`config.mk`:
```
export PLATFORM = sky130hd
export DESIGN_NAME = decode_ctrl_seq
export DESIGN_NICKNAME = d
export VERILOG_FILES = /design/src/rtl/decode_ctrl_seq.sv
export SDC_FILE = /design/constraint.sdc
export NUM_CORES = 1
export LEC_CHECK = 0
export BUFFER_PORTS_ARGS = -buffer_cell sky130_fd_sc_hd__buf_4
export CAP_MARGIN = 0
export CELL_PAD_IN_SITES_DETAIL_PLACEMENT = 2
export CELL_PAD_IN_SITES_GLOBAL_PLACEMENT = 2
export CORE_MARGIN = 2
export CORE_UTILIZATION = 25
export CTS_BUF_LIST = sky130_fd_sc_hd__clkbuf_4 sky130_fd_sc_hd__clkbuf_8
export DETAILED_ROUTE_END_ITERATION = 10
export GPL_ROUTABILITY_DRIVEN = 0
export PLACE_DENSITY_LB_ADDON = 0.08
export SLEW_MARGIN = 10
export SYNTH_ARGS = -nofsm -noshare
export SYNTH_HDL_FRONTEND = slang
export SYNTH_SLANG_ARGS = --single-unit
```
`constraint.sdc`:
```
create_clock -name i_clk -period 3 [get_ports i_clk]
set_input_delay 0.9 -clock i_clk [delete_from_list [all_inputs] [get_ports i_clk]]
set_output_delay 0.9 -clock i_clk [all_outputs]
set_load 0.01 [all_outputs]
```
`src/rtl/decode_ctrl_seq.sv`:
```
// Registered RV32 main decoder with valid/ready flow control.
// Ports: i_clk/i_rstn; i_instr+i_valid/o_ready in; o_valid/i_ready out; i_flush kill; o_* control bundle.
module decode_ctrl_seq #(
    parameter bit EN_ATOMIC     = 1'b1,
    parameter bit EN_M          = 1'b1,
    parameter bit STRICT_DECODE = 1'b1
) (
    input  logic        i_clk,
    input  logic        i_rstn,
    input  logic [31:0] i_instr,
    input  logic        i_valid,
    output logic        o_ready,
    output logic        o_valid,
    input  logic        i_ready,
    input  logic        i_flush,
    output logic        o_branch,
    output logic        o_mem_read,
    output logic        o_mem_write,
    output logic        o_mem_to_reg,
    output logic        o_alu_src_b,
    output logic        o_reg_write,
    output logic        o_pc_plus4,
    output logic        o_csr_en,
    output logic        o_illegal,
    output logic        o_atomic,
    output logic        o_alum_en,
    output logic [2:0]  o_alu_op,
    output logic [1:0]  o_alu_src_a,
    output logic [1:0]  o_jump,
    output logic [1:0]  o_amo_phase
);

    typedef struct packed {
        logic       branch;
        logic       mem_read;
        logic       mem_write;
        logic       mem_to_reg;
        logic       alu_src_b;
        logic       reg_write;
        logic       pc_plus4;
        logic       csr_en;
        logic       illegal;
        logic       atomic;
        logic       alum_en;
        logic [2:0] alu_op;
        logic [1:0] alu_src_a;
        logic [1:0] jump;
        logic [1:0] amo_phase;
    } ctl_t;

    typedef enum logic {IDLE, AMO_WR} state_t;

    state_t state;
    logic   valid;
    ctl_t   ctl;
    ctl_t   dec;
    ctl_t   wr_beat;
    logic   is_rmw;
    logic   rmw_raw;
    logic   legal;
    logic   accept;

    logic [6:0] opc;
    logic [6:0] f7;
    logic [2:0] f3;
    logic [4:0] f5;

    assign opc = i_instr[6:0];
    assign f3  = i_instr[14:12];
    assign f7  = i_instr[31:25];
    assign f5  = i_instr[31:27];

    // Register/immediate fields are consumed downstream, not here.
    logic unused_fields;
    assign unused_fields = ^{i_instr[24:15], i_instr[11:7]};

    logic is_op, is_opimm, is_load, is_store, is_branch;
    logic is_lui, is_auipc, is_jal, is_jalr, is_fence;
    logic is_system, is_amo;

    assign is_op     = opc == 7'b0110011;
    assign is_opimm  = opc == 7'b0010011;
    assign is_load   = opc == 7'b0000011;
    assign is_store  = opc == 7'b0100011;
    assign is_branch = opc == 7'b1100011;
    assign is_lui    = opc == 7'b0110111;
    assign is_auipc  = opc == 7'b0010111;
    assign is_jal    = opc == 7'b1101111;
    assign is_jalr   = opc == 7'b1100111;
    assign is_fence  = opc == 7'b0001111;
    assign is_system = opc == 7'b1110011;
    assign is_amo    = opc == 7'b0101111;

    logic amo_lr, amo_sc, amo_rmw_f5;
    assign amo_lr     = f5 == 5'b00010;
    assign amo_sc     = f5 == 5'b00011;
    assign amo_rmw_f5 = f5 inside {5'b00001, 5'b00000, 5'b00100,
                                   5'b01100, 5'b01000, 5'b10000,
                                   5'b10100, 5'b11000, 5'b11100};

    always_comb begin
        dec     = '0;
        rmw_raw = 1'b0;
        legal   = 1'b1;
        unique case (1'b1)
            is_op: begin
                dec.reg_write = 1'b1;
                dec.alu_op    = 3'b010;
                dec.alum_en   = EN_M && (f7 == 7'b0000001);
                if (STRICT_DECODE)
                    legal = (f7 == 7'b0000000) ||
                            (f7 == 7'b0100000 && (f3 == 3'b000 || f3 == 3'b101)) ||
                            (f7 == 7'b0000001 && EN_M);
                else
                    legal = !(f7 == 7'b0000001 && !EN_M);
            end
            is_opimm: begin
                dec.alu_src_b = 1'b1;
                dec.reg_write = 1'b1;
                dec.alu_op    = 3'b011;
                if (STRICT_DECODE && f3 == 3'b001)
                    legal = f7 == 7'b0000000;
                else if (STRICT_DECODE && f3 == 3'b101)
                    legal = f7 == 7'b0000000 || f7 == 7'b0100000;
            end
            is_load: begin
                dec.mem_read   = 1'b1;
                dec.mem_to_reg = 1'b1;
                dec.alu_src_b  = 1'b1;
                dec.reg_write  = 1'b1;
                if (STRICT_DECODE)
                    legal = f3 inside {3'b000, 3'b001, 3'b010, 3'b100, 3'b101};
            end
            is_store: begin
                dec.mem_write = 1'b1;
                dec.alu_src_b = 1'b1;
                if (STRICT_DECODE)
                    legal = f3 inside {3'b000, 3'b001, 3'b010};
            end
            is_branch: begin
                dec.branch = 1'b1;
                dec.alu_op = 3'b001;
                if (STRICT_DECODE)
                    legal = !(f3 inside {3'b010, 3'b011});
            end
            is_lui: begin
                dec.alu_src_a = 2'd2;
                dec.alu_src_b = 1'b1;
                dec.reg_write = 1'b1;
                dec.alu_op    = 3'b100;
            end
            is_auipc: begin
                dec.alu_src_a = 2'd1;
                dec.alu_src_b = 1'b1;
                dec.reg_write = 1'b1;
                dec.alu_op    = 3'b100;
            end
            is_jal: begin
                dec.reg_write = 1'b1;
                dec.jump      = 2'd1;
                dec.pc_plus4  = 1'b1;
            end
            is_jalr: begin
                dec.alu_src_b = 1'b1;
                dec.reg_write = 1'b1;
                dec.alu_op    = 3'b100;
                dec.jump      = 2'd2;
                dec.pc_plus4  = 1'b1;
                if (STRICT_DECODE)
                    legal = f3 == 3'b000;
            end
            is_fence: begin
                legal = 1'b1;
            end
            is_system: begin
                dec.mem_to_reg = 1'b1;
                dec.reg_write  = 1'b1;
                dec.alu_op     = 3'b101;
                dec.csr_en     = 1'b1;
            end
            is_amo: begin
                if (!EN_ATOMIC) begin
                    legal = 1'b0;
                end else begin
                    dec.atomic = 1'b1;
                    dec.alu_op = 3'b101;
                    if (amo_lr) begin
                        dec.mem_read   = 1'b1;
                        dec.mem_to_reg = 1'b1;
                        dec.reg_write  = 1'b1;
                    end else if (amo_sc) begin
                        dec.mem_read   = 1'b1;
                        dec.mem_write  = 1'b1;
                        dec.mem_to_reg = 1'b1;
                        dec.reg_write  = 1'b1;
                    end else begin
                        rmw_raw = 1'b1;
                    end
                    if (STRICT_DECODE)
                        legal = f3 == 3'b010 && (amo_lr || amo_sc || amo_rmw_f5);
                end
            end
            default: begin
                legal = 1'b0;
            end
        endcase

        is_rmw = legal && rmw_raw;
        if (!legal) begin
            dec         = '0;
            dec.illegal = 1'b1;
        end else if (rmw_raw) begin
            // First beat of a read-modify-write AMO: the load half.
            dec            = '0;
            dec.mem_read   = 1'b1;
            dec.mem_to_reg = 1'b1;
            dec.reg_write  = 1'b1;
            dec.atomic     = 1'b1;
            dec.alu_op     = 3'b101;
            dec.amo_phase  = 2'd1;
        end
    end

    always_comb begin
        wr_beat           = '0;
        wr_beat.mem_write = 1'b1;
        wr_beat.atomic    = 1'b1;
        wr_beat.alu_op    = 3'b110;
        wr_beat.amo_phase = 2'd2;
    end

    assign o_ready = i_rstn && !i_flush && state == IDLE && (!valid || i_ready);
    assign accept  = i_valid && o_ready;

    always_ff @(posedge i_clk or negedge i_rstn) begin
        if (!i_rstn) begin
            state <= IDLE;
            valid <= 1'b0;
            ctl   <= '0;
        end else if (i_flush) begin
            state <= IDLE;
            valid <= 1'b0;
            ctl   <= '0;
        end else begin
            unique case (state)
                IDLE: begin
                    if (accept) begin
                        ctl   <= dec;
                        valid <= 1'b1;
                        state <= is_rmw ? AMO_WR : IDLE;
                    end else if (i_ready) begin
                        ctl   <= '0;
                        valid <= 1'b0;
                    end
                end
                AMO_WR: begin
                    // Swap in the store half once the load half is taken.
                    if (valid && i_ready) begin
                        ctl   <= wr_beat;
                        state <= IDLE;
                    end
                end
                default: begin
                    state <= IDLE;
                end
            endcase
        end
    end

    assign o_valid      = valid;
    assign o_branch     = ctl.branch;
    assign o_mem_read   = ctl.mem_read;
    assign o_mem_write  = ctl.mem_write;
    assign o_mem_to_reg = ctl.mem_to_reg;
    assign o_alu_src_b  = ctl.alu_src_b;
    assign o_reg_write  = ctl.reg_write;
    assign o_pc_plus4   = ctl.pc_plus4;
    assign o_csr_en     = ctl.csr_en;
    assign o_illegal    = ctl.illegal;
    assign o_atomic     = ctl.atomic;
    assign o_alum_en    = ctl.alum_en;
    assign o_alu_op     = ctl.alu_op;
    assign o_alu_src_a  = ctl.alu_src_a;
    assign o_jump       = ctl.jump;
    assign o_amo_phase  = ctl.amo_phase;

endmodule
```
==> results of run 1 <==
## layout make-up
cell class                 count  area share [%]
multi-input combinational    108            41.7
tap                           70            4.90
timing repair buffer          45            18.9
sequential                    22            30.8
clock buffer                   4            3.08
inverter                       3           0.630
## worst max-delay path, cell delays in order
cell	delay (ps)
buf_4	280
o211a_1	250
buf_4	130
## stage by stage
stage | hold WS [ps] | worst slack, ps
5_1_grt | 520 | 456
6_report | 490 | 542
4_1_cts | 498 | 504
3_5_place_dp | 478 | 305
2_1_floorplan | 516 | 734
3_3_place_gp | 465 | 338
## how the worst max path moves through the flow
stage / end / from / slack (ps)
global route: o_ready / i_rstn / 460
floorplan: o_branch / i_instr[6] / 730
CTS: o_ready / i_rstn / 500
finish: o_ready / i_rstn / 540
global placement: o_alu_op[2] / i_instr[5] / 340
detailed placement: o_mem_write / i_instr[5] / 310
## routing by layer
layer / track usage [%] / vias up / part of all wire [%]
met1: 19.8 / 649 / 47
met2: 23.5 / 30 / 48
met3: 1.63 / 4 / 3.3
met4: 4.82 / 0 / 1.2
li1: - / 617 / -
met5: 0 / - / 0
## power breakdown
group	switching, mW	internal [mW]	total [mW]
logic	0.0598	0.0422	0.102
clock network	0.0934	0.117	0.210
registers	0.00102	0.298	0.299
## cell usage in the layout (no fill, tap or decap), types with 2 or more instances in the layout
master,count
a21oi_1,6
and3b_1,2
a32o_1,4
nand3_1,2
nor4_1,3
inv_1,3
clkbuf_8,4
nor3b_1,2
buf_4,45
o21ai_0,8
dfrtp_1,22
nand2_1,14
a21o_1,3
a22o_2,6
nor2_1,11
nand2b_1,4
a22o_1,4
nor2b_1,4
a221o_2,3
nor3_1,5
nand4_1,3
## cells by family after synthesis
group	after synthesis	synth area share (%)
xor+xnor	2	1.28
compound gates	48	29.5
flops	22	40.4
buf+inv	11	5.05
simple gates	58	23.9
==> impl_metrics.tcl, run 1 <==
set metrics [dict create \
    status "complete, no violations" \
    cts_setup_buffers 0 \
    hp-class "reg2reg" \
    syn2layout_area_growth_pct 31.0 \
    cts-resized-gates 0 \
    setup.worst_path.class "in2out" \
    post_drt_via_cell_ratio 5.16 \
    rsz0062_at_grt "false" \
    antenna_left 0 \
    worstPathArrival_ps 1560 \
    synth_edf_count 0 \
    totalWireLength_um 4200 \
    drive_above_1_share_pct 36.3 \
    synth.yosys.seq_area_share_pct 40.4 \
    multi_input_area_sq_um 744 \
    initial_core_util_pct 26.4 \
    gr-total-overflow 0 \
    regArea_sq_um 551 \
    rrSetupSlack_ps 1250 \
    min_delay_path_depth 1 \
    p_leak_nw 0.860 \
    setup_viol 0 \
    antenna_found_initial 0 \
    synthTopCellsByArea "dfrtp_1 40%, a22o_2 4.4%, nand2_1 3.9%, nor2_1 3.0%, a32o_1 2.9%" \
    port_buffers 43 \
    grt_pass1_wl_um 7040 \
    rr_endpoint "o_mem_write" \
    drt-pass1-iter-count 4 \
    detail_route.iter0.violations 66 \
    cts.sinks 22 \
    fill_cells 571 \
    drv_slew 0 \
    nets 220 \
    ys.flop_type "dfrtp_1" \
    antenna_cells 0 \
    worst-slew-pin-transition_ps 575 \
    numCtsBuffers 3 \
    vdd_drop_max_mv 0.122 \
    root_buffer "clkbuf_8" \
    hold_path_end "o_pc_plus4" \
    final_hold_viol_count 0 \
    die_w_um 77.9 \
    synth.most_common_cell "dfrtp_1" \
    yosysTopAreaCell "dfrtp_1" \
    period_needed_ps 2460 \
    htreeDepth 1 \
    ys_types 47 \
    final.setup_skew_ps 3.58 \
    maxCapViolCount 0 \
    postCtsHoldBufs 0 \
    clk_latency_ps 260 \
    synth_common_cells "22 x dfrtp_1, 14 x nand2_1, 11 x nor2_1" \
    fmax_mhz 407 \
    placed_area_sq_um 1730 \
    async_reset_ff_share_pct 100 \
    largest_register_ffs 3 \
    dp.cells 248 \
    synth_nets 178 \
    ys_ff_latch 22 \
    end_kind "output pin" \
    power_density_nw_per_um2 342 \
    reg2reg_depth 6 \
    post-route-drc-count 0 \
    power_mw 0.611 \
    die_area_sq_um 6060 \
    synth_area_sq_um 1360 \
    post_drt_wl_per_cell_um 16.7 \
    synth_warnings 0 \
    clk_pin_slew_worst_paths_ps 80 \
    coreArea_sq_um 5170 \
    stdcell_count 252 \
    finalInstanceArea_sq_um 1790 \
    relSlewSlack_pct 61.6 \
    fin_crit_sh_pct 81.9 \
    tns_ps 0 \
    dp_hpwl_um 3270 \
    fp-row-count 26 \
    grt_pass1_vias 1415 \
    required_ps 2100 \
    die_h_um 77.9 \
    worstHoldStart "o_pc_plus4" \
    syn_avg_cell_area_sq_um 9.67 \
    via_count 1300 \
    yosysTopAreaCellShare_pct 40.4 \
    cts_tree "built" \
    grt_max_degree 25 \
    critPathLaunchType "input pin" \
    syn-instance-count 141 \
    r2r_start "o_valid" \
    final_core_util_pct 34.5 \
    clock_path_buffers 2 \
    ios 59 \
    grt.total_usage_pct 14.5 \
    crit_fanout 24 \
]
Note: power is estimated with default switching activity, not from simulation.
==> inputs of run 2 (changes only) <==
--- a/config.mk
+++ b/config.mk
@@ -5,12 +5,13 @@
 export SDC_FILE = /design/constraint.sdc
 export NUM_CORES = 1
 export LEC_CHECK = 0
+export ABC_AREA = 1
 export BUFFER_PORTS_ARGS = -buffer_cell sky130_fd_sc_hd__buf_4
 export CAP_MARGIN = 0
 export CELL_PAD_IN_SITES_DETAIL_PLACEMENT = 2
 export CELL_PAD_IN_SITES_GLOBAL_PLACEMENT = 2
 export CORE_MARGIN = 2
-export CORE_UTILIZATION = 25
+export CORE_UTILIZATION = 23
 export CTS_BUF_LIST = sky130_fd_sc_hd__clkbuf_4 sky130_fd_sc_hd__clkbuf_8
 export DETAILED_ROUTE_END_ITERATION = 10
 export GPL_ROUTABILITY_DRIVEN = 0
==> constraint.sdc (replaced) <==
create_clock -name i_clk -period 2.22 [get_ports i_clk]
set_input_delay 0.666 -clock i_clk [delete_from_list [all_inputs] [get_ports i_clk]]
set_output_delay 0.666 -clock i_clk [all_outputs]
set_load 0.01 [all_outputs]
==> impl_metrics.tcl, run 2 <==
set metrics [dict create \
    status "complete, no violations" \
    post_drt_wl_per_cell_um 13.7 \
    synthTopCellsByArea "dfrtp_1 39%, nand2_1 16%, o21ai_0 6.4%, nor2_1 6.2%, inv_1 5.9%" \
    grt.met1_usage_pct 19.7 \
    clk_latency_ps 270 \
    totalWireLength_um 4470 \
    via_count 1487 \
    numCtsBuffers 3 \
    final_core_util_pct 32.5 \
    initial_core_util_pct 23.7 \
    fill_cells 735 \
    cts.sinks 22 \
    drive_above_1_share_pct 29.4 \
    required_ps 1550 \
    clk_pin_slew_worst_paths_ps 90 \
    synth_common_cells "59 x nand2_1, 23 x nor2_1, 22 x dfrtp_1, 22 x inv_1, 18 x o21ai_0" \
    worst-slew-pin-transition_ps 513 \
    synth_xor_xnor_area_share_pct 0 \
    p_leak_nw 1.04 \
    r2r_start "state" \
    synth_top_family_by_area "simple AND/OR/NAND/NOR gates" \
    vdd_drop_max_mv 0.266 \
    fp-row-count 28 \
    post-route-drc-count 0 \
    cts_tree "built" \
    end_kind "output pin" \
    fin_crit_sh_pct 85.9 \
    tns_ps 0 \
    synth.most_common_cell "nand2_1" \
    grt_max_degree 23 \
    grt_pass1_vias 1543 \
    rr_endpoint "o_alu_op[2]" \
    ys.flop_type "dfrtp_1" \
    crit_fanout 4 \
    grt_pass1_wl_um 7390 \
    die_h_um 82.1 \
    grt.total_usage_pct 14.2 \
    htreeDepth 1 \
    rsz0062_at_grt "false" \
    cts-resized-gates 0 \
    syn2layout_area_growth_pct 37.1 \
    ys_ff_latch 22 \
    yosysTopAreaCellShare_pct 39.3 \
    port_buffers 43 \
    period_needed_ps 1910 \
    power_density_nw_per_um2 485 \
    root_buffer "clkbuf_8" \
    layout_common_cells "59 x nand2_1, 46 x buf_4, 23 x nor2_1" \
    worstPathArrival_ps 1240 \
    coreArea_sq_um 5920 \
    setup.worst_path.class "in2out" \
    synth-adder-area-share_pct 0 \
    syn_avg_cell_area_sq_um 6.90 \
    critPathLaunchType "input pin" \
    synth_nets 240 \
    synth.yosys.seq_area_share_pct 39.3 \
    dp_hpwl_um 3760 \
    synthMuxAreaShare_pct 0 \
    postCtsHoldBufs 0 \
    post_drt_via_cell_ratio 4.55 \
    gr-total-overflow 0 \
    final.setup_skew_ps 2.63 \
    synth_area_sq_um 1400 \
    reg2reg_depth 7 \
    rrSetupSlack_ps 730 \
    layout_commonest_cell "nand2_1" \
    final_hold_viol_count 0 \
    antenna_found_initial 0 \
    relSlewSlack_pct 65.5 \
    grt-busiest-layer "met2" \
    antenna_left 0 \
    ios 59 \
    synth_edf_count 0 \
    detail_route.iter0.violations 30 \
    async_reset_ff_share_pct 100 \
    met3_usage_pct 0.659 \
    die_w_um 82.1 \
    power_mw 0.932 \
    cts_setup_buffers 0 \
    nets 290 \
    maxCapViolCount 0 \
    synth_simple_gate_area_share_pct 39.6 \
    syn-instance-count 203 \
    fmax_mhz 524 \
    drt-pass1-iter-count 4 \
    hp-class "in2async" \
    ys_types 24 \
    largest_register_ffs 3 \
    synth_warnings 0 \
    die_area_sq_um 6730 \
    drv_slew 0 \
    synth-compound-area-share_pct 12.7 \
    yosysTopAreaCell "dfrtp_1" \
    clock_path_buffers 2 \
    antenna_cells 0 \
    grt_use_met2_pct 23.7 \
    setup_viol 0 \
]
==> run 2: through the flow <==
stage	setup slack [ps]	std cells	hold slack [ps]	instance area (sq um)
3_3_place_gp	157	323	466	1850
2_1_floorplan	577	203	370	1400
4_1_cts	306	327	412	1920
5_1_grt	270	327	426	1920
3_5_place_dp	140	323	476	1850
6_report	313	327	403	1920
==> run 2: cells by family after synthesis <==
logic type	Yosys count
AOI/OAI and AO/OA	32
buffers and inverters	31
DFF	22
and+or+nand+nor	118
==> run 2: worst max path at each step <==
stage	slack, ps	start	cells after the start	endpoint
global placement	160	i_instr[3]	12	state
global route	270	i_ready	6	o_ready
detailed placement	140	i_instr[3]	12	state
finish	310	i_ready	6	o_ready
CTS	310	i_ready	6	o_ready
floorplan	580	i_ready	4	o_ready
==> run 2: power breakdown <==
group	internal [mW]	leakage, nW	total [mW]	switching, mW
Clock	0.241	0.0357	0.387	0.146
Combinational	0.0563	0.702	0.138	0.0817
Sequential	0.404	0.306	0.406	0.00234
Total	0.701	1.04	0.932	0.230
==> run 2: per-layer routing <==
layer,vias to the layer above,share of wire [%]
li1,751,-
met1,711,49
met2,21,47
met3,4,1.8
met4,0,1.3
met5,-,0
==> run 2: cell type report <==
type / instances / area [sq um] / share of cell area, %
multi-input combinational: 150 / 732 / 38.1
sequential: 22 / 551 / 28.6
tap: 75 / 93.8 / 4.88
clock buffer: 3 / 41.3 / 2.15
timing repair buffer: 47 / 365 / 19.0
inverter: 29 / 109 / 5.66
clock inverter: 1 / 30.0 / 1.56
==> run 2: critical path, stage by stage <==
cell and delay, ps:
buf_4 110, inv_1 100, nand2_1 110, nand3_1 90, inv_1 40, buf_4 130
==> inputs of run 3 (changes only) <==
--- a/config.mk
+++ b/config.mk
@@ -8,11 +8,11 @@
 export ABC_AREA = 1
 export BUFFER_PORTS_ARGS = -buffer_cell sky130_fd_sc_hd__buf_4
 export CAP_MARGIN = 0
-export CELL_PAD_IN_SITES_DETAIL_PLACEMENT = 2
-export CELL_PAD_IN_SITES_GLOBAL_PLACEMENT = 2
+export CELL_PAD_IN_SITES_DETAIL_PLACEMENT = 1
+export CELL_PAD_IN_SITES_GLOBAL_PLACEMENT = 1
 export CORE_MARGIN = 2
-export CORE_UTILIZATION = 23
-export CTS_BUF_LIST = sky130_fd_sc_hd__clkbuf_4 sky130_fd_sc_hd__clkbuf_8
+export CORE_UTILIZATION = 25
+export CTS_BUF_LIST = sky130_fd_sc_hd__clkbuf_16
 export DETAILED_ROUTE_END_ITERATION = 10
 export GPL_ROUTABILITY_DRIVEN = 0
 export PLACE_DENSITY_LB_ADDON = 0.08
==> impl_metrics.tcl, run 3 (synthesized netlist as in run 2, its figures left out) <==
set metrics [dict create \
    relSlewSlack_pct 63.8 \
    grt.total_usage_pct 13.5 \
    combPwrFrac_pct 14.6 \
    port_buffers 43 \
    r2r_start "state" \
    highest_layer "met4" \
    multi_input_area_sq_um 732 \
    antenna_found_initial 0 \
    tns_ps 0 \
    final.setup_skew_ps 1.54 \
    hp-class "in2async" \
    period_needed_ps 1890 \
    coreArea_sq_um 5470 \
    clk_pin_slew_worst_paths_ps 60 \
    drt-pass1-iter-count 4 \
    nets 288 \
    power_frac_seq_pct 44.5 \
    die_h_um 78.9 \
    antenna_cells 0 \
    rsz0062_at_grt "false" \
    die_area_sq_um 6220 \
    wl_met1_um 1920 \
    power_mw 0.914 \
    cts_setup_buffers 0 \
    postCtsHoldBufs 0 \
    htreeDepth 1 \
    p_leak_nw 1.04 \
    rrSetupSlack_ps 690 \
    regArea_sq_um 551 \
    cts-resized-gates 0 \
    clkPwrFrac_pct 40.9 \
    fin_crit_sh_pct 84.9 \
    numCtsBuffers 3 \
    syn2layout_area_growth_pct 36.3 \
    post-route-drc-count 0 \
    reg2reg_depth 7 \
    detail_route.iter0.violations 49 \
    p_int_mw 0.699 \
    vdd_drop_max_mv 0.206 \
    root_buffer "clkbuf_16" \
    fin_ws_ps 335 \
    clock_path_buffers 2 \
    post-place-ws_ps 187 \
    drive_above_1_share_pct 28.4 \
    setup_viol 0 \
    fmax_mhz 530 \
    swShare_pct 23.5 \
    power_density_nw_per_um2 478 \
    grt_pass1_wl_um 6690 \
    required_ps 1550 \
    critPathLaunchType "input pin" \
    cts_tree "built" \
    end_kind "output pin" \
    wl_met3_um 121 \
    post_drt_wl_per_cell_um 12.2 \
    fp-row-count 27 \
    cts.sinks 22 \
    largest_register_ffs 3 \
    worstPathArrival_ps 1220 \
    worst-slew-pin-transition_ps 538 \
    clk_latency_ps 250 \
    drv_slew 0 \
    maxCapViolCount 0 \
    layout_commonest_cell "nand2_1" \
    layout_common_cells "59 x nand2_1, 44 x buf_4, 23 x nor2_1" \
    crit_start "i_ready" \
    gr-total-overflow 0 \
    final_hold_viol_count 0 \
    antenna_left 0 \
    die_w_um 78.9 \
    grt_max_degree 20 \
    dr_wl_met2_um 1820 \
    crit_fanout 4 \
    rr_endpoint "o_alu_op[2]" \
    status "complete, no violations" \
    totalWireLength_um 3920 \
    p_sw_mw 0.215 \
    fill_cells 712 \
    grt_pass1_vias 1426 \
    dp_hpwl_um 3350 \
    initial_core_util_pct 25.6 \
    setup.worst_path.class "in2out" \
    post_drt_via_cell_ratio 4.47 \
    ios 59 \
    via_count 1440 \
]
==> run 3: worst max path at each step <==
| stage | depth (start not counted) | to |
|---|---|---|
| 2_1_floorplan | 4 | o_ready |
| 3_3_place_gp | 12 | state |
| 3_5_place_dp | 12 | state |
| 4_1_cts | 6 | o_ready |
| 5_1_grt | 6 | o_ready |
| 6_report | 6 | o_ready |
==> run 3: power groups by stage <==
stage / clock, mW / combinational [mW] / sequential (mW)
global route: 0.406 / 0.151 / 0.407
detailed placement: 0 / 0.136 / 0.414
finish: 0.374 / 0.133 / 0.407
floorplan: 0 / 0.0594 / 0.416
global placement: 0 / 0.136 / 0.414
CTS: 0.383 / 0.136 / 0.407
==> run 3: worst max-delay path: stages <==
cell and delay (ps):
buf_4 110, inv_1 90, nand2_1 110, nand3_1 80
inv_1 40, buf_4 130
==> run 3: cell type report <==
cell class | count | area share (%)
clock inverter | 1 | 0.196
clock buffer | 3 | 3.93
multi-input combinational | 150 | 38.3
sequential | 22 | 28.8
timing repair buffer | 45 | 18.3
inverter | 29 | 5.70
tap | 72 | 4.72
==> run 3: stage by stage <==
| step | std cells | hold slack [ps] | utilization [%] | area, sq um |
|---|---|---|---|---|
| 3_5_place_dp | 318 | 474 | 33.5 | 1830 |
| 3_3_place_gp | 318 | 468 | 33.5 | 1830 |
| 4_1_cts | 322 | 214 | 34.9 | 1910 |
| 5_1_grt | 322 | 213 | 34.9 | 1910 |
| 6_report | 322 | 213 | 34.9 | 1910 |
| 2_1_floorplan | 203 | 370 | - | 1400 |
==> run 3: per-layer routing <==
| layer | track usage [%] | vias up |
|---|---|---|
| li1 | - | 747 |
| met1 | 18.6 | 667 |
| met2 | 22.1 | 22 |
| met3 | 1.70 | 4 |
| met4 | 4.66 | 0 |
| met5 | 0 | - |
